==> src/rtl/ctrl_pkg.sv <==
// ctrl_pkg
// Shared encodings for the decode/control pipeline: instruction class
// (mode), arithmetic opcodes, condition codes, execute command codes, the
// per-stage control word and the condition-pass function.
// No ports (package).
package ctrl_pkg;

  typedef enum logic [1:0] {
    MODE_ARITH = 2'b00,
    MODE_MEM   = 2'b01,
    MODE_BR    = 2'b10,
    MODE_RSVD  = 2'b11
  } mode_e;

  // Arithmetic opcodes (mode 00)
  localparam logic [3:0] OP_AND = 4'b0000;
  localparam logic [3:0] OP_EOR = 4'b0001;
  localparam logic [3:0] OP_SUB = 4'b0010;
  localparam logic [3:0] OP_ADD = 4'b0100;
  localparam logic [3:0] OP_ADC = 4'b0101;
  localparam logic [3:0] OP_SBC = 4'b0110;
  localparam logic [3:0] OP_TST = 4'b1000;
  localparam logic [3:0] OP_CMP = 4'b1010;
  localparam logic [3:0] OP_ORR = 4'b1100;
  localparam logic [3:0] OP_MOV = 4'b1101;
  localparam logic [3:0] OP_MVN = 4'b1111;

  // Condition codes
  localparam logic [3:0] COND_EQ = 4'b0000;
  localparam logic [3:0] COND_NE = 4'b0001;
  localparam logic [3:0] COND_CS = 4'b0010;
  localparam logic [3:0] COND_CC = 4'b0011;
  localparam logic [3:0] COND_MI = 4'b0100;
  localparam logic [3:0] COND_PL = 4'b0101;
  localparam logic [3:0] COND_VS = 4'b0110;
  localparam logic [3:0] COND_VC = 4'b0111;
  localparam logic [3:0] COND_HI = 4'b1000;
  localparam logic [3:0] COND_LS = 4'b1001;
  localparam logic [3:0] COND_GE = 4'b1010;
  localparam logic [3:0] COND_LT = 4'b1011;
  localparam logic [3:0] COND_GT = 4'b1100;
  localparam logic [3:0] COND_LE = 4'b1101;
  localparam logic [3:0] COND_AL = 4'b1110;
  localparam logic [3:0] COND_NV = 4'b1111;

  // Execute command codes
  localparam int         CMD_BITS = 4;
  localparam logic [3:0] CMD_MOV  = 4'b0001;
  localparam logic [3:0] CMD_ADD  = 4'b0010;
  localparam logic [3:0] CMD_ADC  = 4'b0011;
  localparam logic [3:0] CMD_SUB  = 4'b0100;
  localparam logic [3:0] CMD_SBC  = 4'b0101;
  localparam logic [3:0] CMD_AND  = 4'b0110;
  localparam logic [3:0] CMD_ORR  = 4'b0111;
  localparam logic [3:0] CMD_EOR  = 4'b1000;
  localparam logic [3:0] CMD_MVN  = 4'b1001;
  // Load/store uses the adder for address generation
  localparam logic [3:0] CMD_LDST = CMD_ADD;

  typedef struct packed {
    logic                valid;
    logic [CMD_BITS-1:0] cmd;
    logic                mem_r;
    logic                mem_w;
    logic                wb_en;
    logic                b;
    logic                set_flags;
  } ctrl_word_t;

  localparam ctrl_word_t CTRL_BUBBLE = '0;

  // Condition evaluation against NZCV (n = bit 3 ... v = bit 0)
  function automatic logic cond_pass(input logic [3:0] c, input logic [3:0] nzcv);
    logic n, z, cf, v, r;
    n  = nzcv[3];
    z  = nzcv[2];
    cf = nzcv[1];
    v  = nzcv[0];
    case (c)
      COND_EQ: r = z;
      COND_NE: r = ~z;
      COND_CS: r = cf;
      COND_CC: r = ~cf;
      COND_MI: r = n;
      COND_PL: r = ~n;
      COND_VS: r = v;
      COND_VC: r = ~v;
      COND_HI: r = cf & ~z;
      COND_LS: r = ~cf | z;
      COND_GE: r = (n == v);
      COND_LT: r = (n != v);
      COND_GT: r = ~z & (n == v);
      COND_LE: r = z | (n != v);
      COND_AL: r = 1'b1;
      default: r = 1'b0;
    endcase
    return r;
  endfunction

endpackage

==> src/rtl/ctrl_decode.sv <==
// ctrl_decode
// Combinational instruction decode plus condition check. Produces the
// control word for stage 0 (a bubble when the opcode is illegal or the
// condition fails) and flags reserved mode / illegal opcode / cond 1111.
// Ports:
//   mode, op_code, s_in, cond : decoded instruction fields
//   sr                        : current NZCV used for the condition check
//   word                      : resulting control word
//   illegal                   : instruction is not executable as encoded
module ctrl_decode
  import ctrl_pkg::*;
(
  input  logic [1:0] mode,
  input  logic [3:0] op_code,
  input  logic       s_in,
  input  logic [3:0] cond,
  input  logic [3:0] sr,
  output ctrl_word_t word,
  output logic       illegal
);

  ctrl_word_t raw;
  logic       legal;

  always_comb begin
    raw   = CTRL_BUBBLE;
    legal = 1'b1;
    case (mode_e'(mode))
      MODE_ARITH: begin
        raw.wb_en     = 1'b1;
        raw.set_flags = s_in;
        case (op_code)
          OP_MOV: raw.cmd = CMD_MOV;
          OP_MVN: raw.cmd = CMD_MVN;
          OP_ADD: raw.cmd = CMD_ADD;
          OP_ADC: raw.cmd = CMD_ADC;
          OP_SUB: raw.cmd = CMD_SUB;
          OP_SBC: raw.cmd = CMD_SBC;
          OP_AND: raw.cmd = CMD_AND;
          OP_ORR: raw.cmd = CMD_ORR;
          OP_EOR: raw.cmd = CMD_EOR;
          OP_CMP: begin
            raw.cmd   = CMD_SUB;
            raw.wb_en = 1'b0;
          end
          OP_TST: begin
            raw.cmd   = CMD_AND;
            raw.wb_en = 1'b0;
          end
          default: legal = 1'b0;
        endcase
      end
      MODE_MEM: begin
        raw.cmd   = CMD_LDST;
        raw.mem_r = s_in;
        raw.mem_w = ~s_in;
        raw.wb_en = s_in;
      end
      MODE_BR:  raw.b = 1'b1;
      default:  legal = 1'b0;
    endcase
    raw.valid = 1'b1;

    illegal = ~legal | (cond == COND_NV);
    word    = (legal && cond_pass(cond, sr)) ? raw : CTRL_BUBBLE;
  end

endmodule

==> src/rtl/decode_ctrl_pipe.sv <==
// decode_ctrl_pipe
// Control pipeline after decode: NUM_STAGES registered control words
// (index 0 = ID/EX), status register, branch flush and hazard stall.
// Optional feature: define CTRL_MEM_WAIT_EN to freeze the whole pipe while
// the memory stage (index 1) waits for mem_ready.
// Ports:
//   clk, rst                          : clock, synchronous active-high reset
//   in_valid, mode, op_code, s_in, cond: decoded instruction
//   hazard                            : stall request (stage 0 bubble)
//   alu_nzcv                          : flags of the stage-0 instruction
//   mem_ready                         : data memory access complete
//   in_ready                          : decode may advance
//   st_valid/st_cmd/st_mem_r/st_mem_w/st_wb_en/st_b : per-stage control
//   flush_out                         : taken branch in stage 0
//   sr                                : NZCV status register
//   illegal                           : one-cycle illegal-instruction pulse
module decode_ctrl_pipe
  import ctrl_pkg::*;
#(
  parameter int NUM_STAGES = 3,
  parameter int CMD_W      = 4
) (
  input  logic                        clk,
  input  logic                        rst,
  input  logic                        in_valid,
  input  logic [1:0]                  mode,
  input  logic [3:0]                  op_code,
  input  logic                        s_in,
  input  logic [3:0]                  cond,
  input  logic                        hazard,
  input  logic [3:0]                  alu_nzcv,
  input  logic                        mem_ready,
  output logic                        in_ready,
  output logic [NUM_STAGES-1:0]       st_valid,
  output logic [NUM_STAGES*CMD_W-1:0] st_cmd,
  output logic [NUM_STAGES-1:0]       st_mem_r,
  output logic [NUM_STAGES-1:0]       st_mem_w,
  output logic [NUM_STAGES-1:0]       st_wb_en,
  output logic [NUM_STAGES-1:0]       st_b,
  output logic                        flush_out,
  output logic [3:0]                  sr,
  output logic                        illegal
);

  ctrl_word_t dec_word;
  logic       dec_illegal;
  logic       freeze;
  logic       take;
  ctrl_word_t next_p0;
  logic       set_flags_p0;

  ctrl_decode u_decode (
    .mode    (mode),
    .op_code (op_code),
    .s_in    (s_in),
    .cond    (cond),
    .sr      (sr),
    .word    (dec_word),
    .illegal (dec_illegal)
  );

`ifdef CTRL_MEM_WAIT_EN
  assign freeze = st_valid[1] & (st_mem_r[1] | st_mem_w[1]) & ~mem_ready;
`else
  logic unused_mem_ready;
  assign unused_mem_ready = mem_ready;
  assign freeze           = 1'b0;
`endif

  assign flush_out = st_valid[0] & st_b[0];
  assign in_ready  = ~hazard & ~freeze;
  // A flush discards the instruction in decode; hazard holds it back.
  assign take      = in_valid & ~hazard & ~flush_out;
  assign next_p0   = take ? dec_word : CTRL_BUBBLE;

  always_ff @(posedge clk) begin
    if (rst) begin
      st_valid     <= '0;
      st_cmd       <= '0;
      st_mem_r     <= '0;
      st_mem_w     <= '0;
      st_wb_en     <= '0;
      st_b         <= '0;
      set_flags_p0 <= 1'b0;
      sr           <= 4'b0000;
      illegal      <= 1'b0;
    end else if (freeze) begin
      illegal <= 1'b0;
    end else begin
      // stage k-1 -> stage k; the last stage drops out
      for (int k = 1; k < NUM_STAGES; k++) begin
        st_valid[k]                <= st_valid[k-1];
        st_cmd[k*CMD_W +: CMD_W]   <= st_cmd[(k-1)*CMD_W +: CMD_W];
        st_mem_r[k]                <= st_mem_r[k-1];
        st_mem_w[k]                <= st_mem_w[k-1];
        st_wb_en[k]                <= st_wb_en[k-1];
        st_b[k]                    <= st_b[k-1];
      end
      // decode -> stage 0 (ID/EX)
      st_valid[0]      <= next_p0.valid;
      st_cmd[0 +: CMD_W] <= CMD_W'(next_p0.cmd);
      st_mem_r[0]      <= next_p0.mem_r;
      st_mem_w[0]      <= next_p0.mem_w;
      st_wb_en[0]      <= next_p0.wb_en;
      st_b[0]          <= next_p0.b;
      set_flags_p0     <= next_p0.set_flags;
      // flags are committed as the flag-setting word leaves stage 0
      if (st_valid[0] && set_flags_p0) sr <= alu_nzcv;
      illegal <= take & dec_illegal;
    end
  end

endmodule

==> config.mk <==
export PLATFORM = sky130hd
export DESIGN_NAME = decode_ctrl_pipe
export DESIGN_NICKNAME = d
export VERILOG_FILES = /design/src/rtl/ctrl_pkg.sv /design/src/rtl/ctrl_decode.sv /design/src/rtl/decode_ctrl_pipe.sv
export SDC_FILE = /design/constraint.sdc
export NUM_CORES = 1
export LEC_CHECK = 0
export ABC_AREA = 0
export CORE_MARGIN = 2
export CORE_UTILIZATION = 45
export CTS_CLUSTER_DIAMETER = 120
export DETAILED_ROUTE_END_ITERATION = 8
export PLACE_DENSITY = 0.79
export SYNTH_ARGS = -nofsm -noshare
export SYNTH_HDL_FRONTEND = slang
export SYNTH_HIERARCHICAL = 1
export SYNTH_SLANG_ARGS = --single-unit
==> constraint.sdc <==
create_clock -name clk -period 3 [get_ports clk]
set_clock_uncertainty 0.15 [all_clocks]
set_input_delay 0.9 -clock clk [delete_from_list [all_inputs] [get_ports clk]]
set_output_delay 0.9 -clock clk [all_outputs]
set_load 0.01 [all_outputs]
==> results.md, run 1 <==
* Tightest Hold Check Type: flip-flop to flip-flop
* Asr flop ratio synth at 0%
* P_leak at 0.8666 nW
* Total negative slack for setup checks at 0 ps
* Gate Count Post-Synth at 162
* Flip-flop and latch count after synthesis at 33
* Clock net sink count at 33
* Count of flip-flops with a built-in enable after synthesis at 0
* Power density cells at 385.9 nW/um2
* Part of the cycle the worst path needs at 98.18%
* Fmax achieved at 0.3395 GHz
* Kind of capture point of the worst setup path: primary output
* Global route total overflow at 0
* Critical R2R Capture: st_cmd[2]
* Post-DR wirelength/cell at 13.28 um
* Per-instance average area after synthesis at 10.17 um2
* Status: finished clean
* Core ar. at 3416 um2
* Unrepaired setup endpoints after global routing: no
* Weighted congestion at the end of routability-driven global placement at 0.7273
* Share of the yosys chip area belonging to registers at 40.09%
* Count of antenna-violating nets left after detailed routing at 0
* Top flip-flop cell by instance count after synthesis: sky130_fd_sc_hd__dfxtp_1
* Critical Path Most Common Cell: sky130_fd_sc_hd__clkdlybuf4s50_1
* Relative slew slack at 55.92%
* Vias in the first global route at 1373
* Cells traversed along the worst timing path: clkdlybuf4s50_1 -> inv_1 -> clkdlybuf4s50_1
* Top-level I/O count at 54
* Die Area at 4162 um2
* Clock transition time at the flip-flop clock pins of the worst setup and hold paths at 90 ps
* Max H-tree Level at 2
* Maximum capacitance violations at 0
* Type of element launching the critical path: input pin
* ANT cells at 0
* Maximum net fanout on the critical path at 2
* Share of cells above drive strength 1 at 20.81%
* Clock insertion delay at the later pin of the skew report at 320 ps
* Endpoint with the worst hold slack: st_mem_r[2]
* CP peak stage delay at 520 ps
* Most common cell after layout, fill and taps aside: sky130_fd_sc_hd__clkdlybuf4s50_1
* Count of cell types in the netlist at 45
* Share of the core filled with cells at 68.10%
* Reg2Reg Launch Point: sr[3]
* Pre-Repair DR Iteration Count at 4
* Total number of vias at 1378
* Worst Path Buf+Inv at 3
* Required time worst endpoint at 1950 ps
* Worst-case reg-to-reg path depth at 6
* Clock Path Buffers at 2
* Count of endpoints failing setup in the final report at 0
* Worst Max-Slew Pin Slew at 661.2 ps
* Worst EP arrival at 1900 ps
* Peak supply drop at 0.0002670 V
* WS Path Type: input pin to primary output
* Total routing resource utilization after global routing at 18.42%
* Height of the die at 64.52 um
* Net count reported at finish at 244
* Number of cell rows at 21
* Start point of the worst min-delay path: st_mem_r[1]
* DRC violation total after the first TritonRoute iteration at 28
* Synthesis warning total at 6
* Global-route wire length before repair at 5934 um
* Effective utilization at floorplan at 48.24%
* Most frequent cells in the layout: 51 x sky130_fd_sc_hd__clkdlybuf4s50_1, 33 x sky130_fd_sc_hd__dfxtp_1, 18 x sky130_fd_sc_hd__nor2b_1
* Hold Fails Final Rpt at 0
* CTS buffer count at 5
* Slowest cell on crit path: sky130_fd_sc_hd__clkdlybuf4s50_1
* Signed area change from the synthesized netlist to the final layout at 41.15%
* Synthesized area at 1648 um2
* Maximum number of pins on one net before global-route repair at 34
* Routed vias/inst at 5.161
* Post-DP HPWL at 2750 um
* Count of buffers inserted at the top-level ports at 52
* Die Span X at 64.52 um
* Root cell of the clock tree: sky130_fd_sc_hd__clkbuf_4
* Crit-path leading delay family: buffers and inverters
* Minimum clock period after layout at 2945 ps
* Number of DRC violations after detailed routing at 0
* Cells on Worst Hold Path at 1
* Synthesized net count at 186
* Initial antenna violation count at 0
* Final number of max-transition violations at 0
* Total detailed-routing wirelength at 3545 um
* CTS Hold Buffers Added at 0
* TritonCTS clock tree: done
* Register-to-Register Setup Slack at 780 ps
[sequential cells by signal, summed over array words and instances, names as in the netlist]
name	count
sr	4
illegal	1
st_b	3
set_flags_p0	1
st_cmd	12
st_mem_r	3
st_wb_en	3
st_valid	3
st_mem_w	3
[through the flow]
step           instances  power [W]  cell area [um2]  hold WS (ps)  setup slack (ps)
6_report             267  0.0008975             2326         317.3             54.67
5_1_grt              267  0.0009400             2326         332.9             2.315
4_1_cts              267  0.0009075             2323         320.3             50.25
3_5_place_dp         259  0.0005743             2238         305.1            -266.8
3_3_place_gp         259  0.0005695             2238         298.0            -190.2
2_1_floorplan        162  0.0005208             1648         338.2             485.1
[worst max-delay path by stage]
stage | startpoint | endpoint | slack (ps) | cells past startpoint
final | hazard | in_ready | 50 | 3
after global routing | cond[3] | st_cmd[2] | 2 | 8
after CTS | hazard | in_ready | 50 | 3
after detailed placement | cond[2] | st_cmd[2] | -270 | 7
after global placement | cond[2] | st_cmd[2] | -190 | 7
after floorplan | cond[1] | st_cmd[2] | 490 | 6
[cell type report]
type / count / area [um2]
sequential: 33 / 660.6
clock inverter: 1 / 30.03
inverter: 10 / 37.54
fill: 280 / 1090
tap: 46 / 57.56
multi-input combinational: 106 / 872.1
clock buffer: 7 / 55.05
timing repair buffer: 64 / 613.1
[routing by layer]
metal / share of wire (%) / vias to the layer above / global-route usage [%] / wire length, um
met5: 0 / - / 0 / 0
met4: 2.0 / 0 / 8.511 / 70
met3: 5.6 / 11 / 5.903 / 197
met2: 53 / 42 / 34.38 / 1887
met1: 39 / 645 / 18.43 / 1390
li1: - / 680 / - / -
[cell families (layout without fill, tap and decap cells)]
kind of cell             count (synthesis)  count (layout)  synth area share, %
buffers and inverters                   23              82                6.985
AO/OA/AOI/OAI                           29              29                14.96
multiplexers                             3               3                2.050
adder cells (fa/ha/maj)                  4               4                3.037
flip-flops                              33              33                40.09
XOR/XNOR                                 3               3                1.595
AND/OR/NAND/NOR                         67              67                31.28
[synth_stat cells (2+ instances only)]
cell,count,share of area [%]
sky130_fd_sc_hd__dfxtp_1,33,40
sky130_fd_sc_hd__nor2b_1,18,6.8
sky130_fd_sc_hd__a21oi_1,9,2.7
sky130_fd_sc_hd__inv_1,9,2.0
sky130_fd_sc_hd__nor4b_2,8,7.3
sky130_fd_sc_hd__nand2_1,7,1.6
sky130_fd_sc_hd__nor2_1,6,1.4
sky130_fd_sc_hd__buf_2,5,1.5
sky130_fd_sc_hd__clkbuf_1,5,1.1
sky130_fd_sc_hd__nand3_1,5,1.5
sky130_fd_sc_hd__a21bo_2,4,2.4
sky130_fd_sc_hd__ha_1,4,3.0
sky130_fd_sc_hd__nor3_1,4,1.2
sky130_fd_sc_hd__o21ai_0,4,1.2
sky130_fd_sc_hd__a31oi_1,3,1.1
sky130_fd_sc_hd__buf_6,3,2.0
sky130_fd_sc_hd__and4bb_1,2,1.5
sky130_fd_sc_hd__mux2i_1,2,1.2
sky130_fd_sc_hd__nand3b_1,2,0.91
sky130_fd_sc_hd__nor3_2,2,1.2
sky130_fd_sc_hd__nor4b_1,2,1.1
sky130_fd_sc_hd__xnor2_1,2,1.1
[timing repair]
| item | CTS | global route |
|---|---|---|
| setup buffers | 0 | 0 |
| endpoints found under the setup margin | 0 | 1 |
| resized for setup | 0 | 1 |
[power breakdown]
group	leakage, nW	internal, W	switching, W
registers	0.266	0.000440	0.00000171
clock network	0.0455	0.000199	0.000134
logic	0.555	0.0000630	0.0000598
total	0.867	0.000702	0.000196
No activity file was read; power rests on OpenSTA's default activity.
==> run 2, diff against run 1 <==
--- a/config.mk
+++ b/config.mk
@@ -6,11 +6,12 @@
 export NUM_CORES = 1
 export LEC_CHECK = 0
 export ABC_AREA = 0
-export CORE_MARGIN = 2
+export CORE_MARGIN = 3
 export CORE_UTILIZATION = 45
 export CTS_CLUSTER_DIAMETER = 120
 export DETAILED_ROUTE_END_ITERATION = 8
 export PLACE_DENSITY = 0.79
+export SLEW_MARGIN = 20
 export SYNTH_ARGS = -nofsm -noshare
 export SYNTH_HDL_FRONTEND = slang
 export SYNTH_HIERARCHICAL = 1
==> run 2 against run 1 <==
Setup slack better by 16 ps. Worst hold slack worse by 4.2 ps. Core utilization hardly changed. Total power is 9.4% higher.
==> results.md, run 2 (synthesized netlist as in run 1, its figures left out) <==
* Status: finished clean
* Die Area at 4424 um2
* Count of buffers inserted at the top-level ports at 52
* Number of cell rows at 21
* Kind of capture point of the worst setup path: primary output
* Relative slew slack at 56.04%
* Register Area at 660.6 um2
* TritonCTS clock tree: done
* Critical Path Most Common Cell: sky130_fd_sc_hd__clkdlybuf4s50_1
* Share of the core filled with cells at 68.12%
* Global-route wire length before repair at 5575 um
* Root cell of the clock tree: sky130_fd_sc_hd__clkbuf_8
* Top-level I/O count at 54
* Total number of vias at 1339
* Critical R2R Capture: st_wb_en[0]
* CTS buffer count at 5
* Most frequent cells in the layout: 50 x sky130_fd_sc_hd__clkdlybuf4s50_1, 33 x sky130_fd_sc_hd__dfxtp_1, 18 x sky130_fd_sc_hd__nor2b_1
* Most common cell after layout, fill and taps aside: sky130_fd_sc_hd__clkdlybuf4s50_1
* Largest register FFs at 12
* CP peak stage delay at 520 ps
* CTS Hold Buffers Added at 0
* Slowest cell on crit path: sky130_fd_sc_hd__clkdlybuf4s50_1
* WS Path Type: input pin to primary output
* Start point of the worst min-delay path: st_cmd[4]
* Total routing resource utilization after global routing at 16.54%
* Area of the multi-input gates at 872.1 um2
* Power density cells at 418.6 nW/um2
* Endpoint with the worst hold slack: st_cmd[8]
* Fillcell total at 255
* Post-DP HPWL at 2523 um
* Weighted congestion at the end of routability-driven global placement at 0.7756
* Unrepaired setup endpoints after global routing: no
* Worst EP arrival at 1880 ps
* Post-DR wirelength/cell at 12.89 um
* Final number of max-transition violations at 0
* Type of element launching the critical path: input pin
* Leading registers by flop count: st_cmd x12, sr x4
* Hold Fails Final Rpt at 0
* Tightest Hold Check Type: flip-flop to flip-flop
* Peak supply drop at 0.0003456 V
* Clock Path Buffers at 2
* Max H-tree Level at 2
* Signed area change from the synthesized netlist to the final layout at 42.29%
* Clock transition time at the flip-flop clock pins of the worst setup and hold paths at 60 ps
* Share of cells above drive strength 1 at 20.09%
* Vias in the first global route at 1275
* Minimum clock period after layout at 2930 ps
* P_leak at 0.8790 nW
* Effective utilization at floorplan at 47.87%
* Initial antenna violation count at 0
* Number of DRC violations after detailed routing at 0
* Maximum net fanout on the critical path at 2
* Cells on Worst Hold Path at 1
* Height of the die at 66.52 um
* Maximum number of pins on one net before global-route repair at 34
* DRC violation total after the first TritonRoute iteration at 54
* Clock net sink count at 33
* Count of endpoints failing setup in the final report at 0
* Part of the cycle the worst path needs at 97.65%
* Reg2Reg Launch Point: sr[0]
* Die Span X at 66.52 um
* Global route total overflow at 0
* Clock insertion delay at the later pin of the skew report at 280 ps
* Count of antenna-violating nets left after detailed routing at 0
* Crit-path leading delay family: buffers and inverters
* Worst Path Buf+Inv at 3
* Routed vias/inst at 5.053
* Required time worst endpoint at 1950 ps
* Net count reported at finish at 242
* Register with the most flip-flops: st_cmd
* Pre-Repair DR Iteration Count at 3
* Register-to-Register Setup Slack at 860 ps
* Fmax achieved at 0.3413 GHz
* Total detailed-routing wirelength at 3415 um
* Overall power of the completed layout at 0.0009815 W
* ANT cells at 0
* Cells traversed along the worst timing path: clkdlybuf4s50_1 -> inv_1 -> clkdlybuf4s50_1
* Core ar. at 3442 um2
* Maximum capacitance violations at 0
* Worst-case reg-to-reg path depth at 6
* Worst Max-Slew Pin Slew at 659.4 ps
run 2: timing repair:
item | CTS | global route
buffers inserted | 0 | 0
resized for setup | 0 | 2
endpoints found under the setup margin | 0 | 4
run 2: worst max-delay path by stage:
stage | to | depth (start not counted) | from
global placement | st_cmd[2] | 7 | cond[2]
global route | in_ready | 3 | hazard
finish | in_ready | 3 | hazard
CTS | in_ready | 3 | hazard
floorplan | st_cmd[2] | 6 | cond[1]
detailed placement | st_cmd[2] | 7 | cond[2]
run 2: power breakdown:
| group | internal [W] | switching [W] | total (W) |
|---|---|---|---|
| Clock | 0.000270 | 0.000149 | 0.000420 |
| Combinational | 0.0000611 | 0.0000585 | 0.000120 |
| Sequential | 0.000440 | 0.00000171 | 0.000442 |
run 2: area by class of cell:
type                       instances  area share [%]
multi-input combinational        106           37.19
sequential                        33           28.18
timing repair buffer              62           25.61
clock buffer                       7           3.682
tap                               46           2.455
inverter                          10           1.601
clock inverter                     1           1.281
run 2: layer usage:
layer | up-vias | track usage, % | wire length [um]
li1 | 675 | - | -
met4 | 0 | 6.091 | 44
met2 | 39 | 28.25 | 1725
met5 | - | 0 | 0
met3 | 7 | 5.565 | 218
met1 | 618 | 19.02 | 1426
run 2: per-stage QoR:
stage | area [um2] | hold slack, ps | setup slack, ps | setup TNS, ps | std cells
4_1_cts | 2340 | 315.3 | 65.02 | 0 | 265
3_3_place_gp | 2223 | 297.9 | -169.4 | -1179 | 257
6_report | 2345 | 313.1 | 70.37 | 0 | 265
3_5_place_dp | 2223 | 302.5 | -200.4 | -1678 | 257
2_1_floorplan | 1648 | 338.2 | 485.1 | 0 | 162
5_1_grt | 2345 | 334.4 | 34.10 | 0 | 265
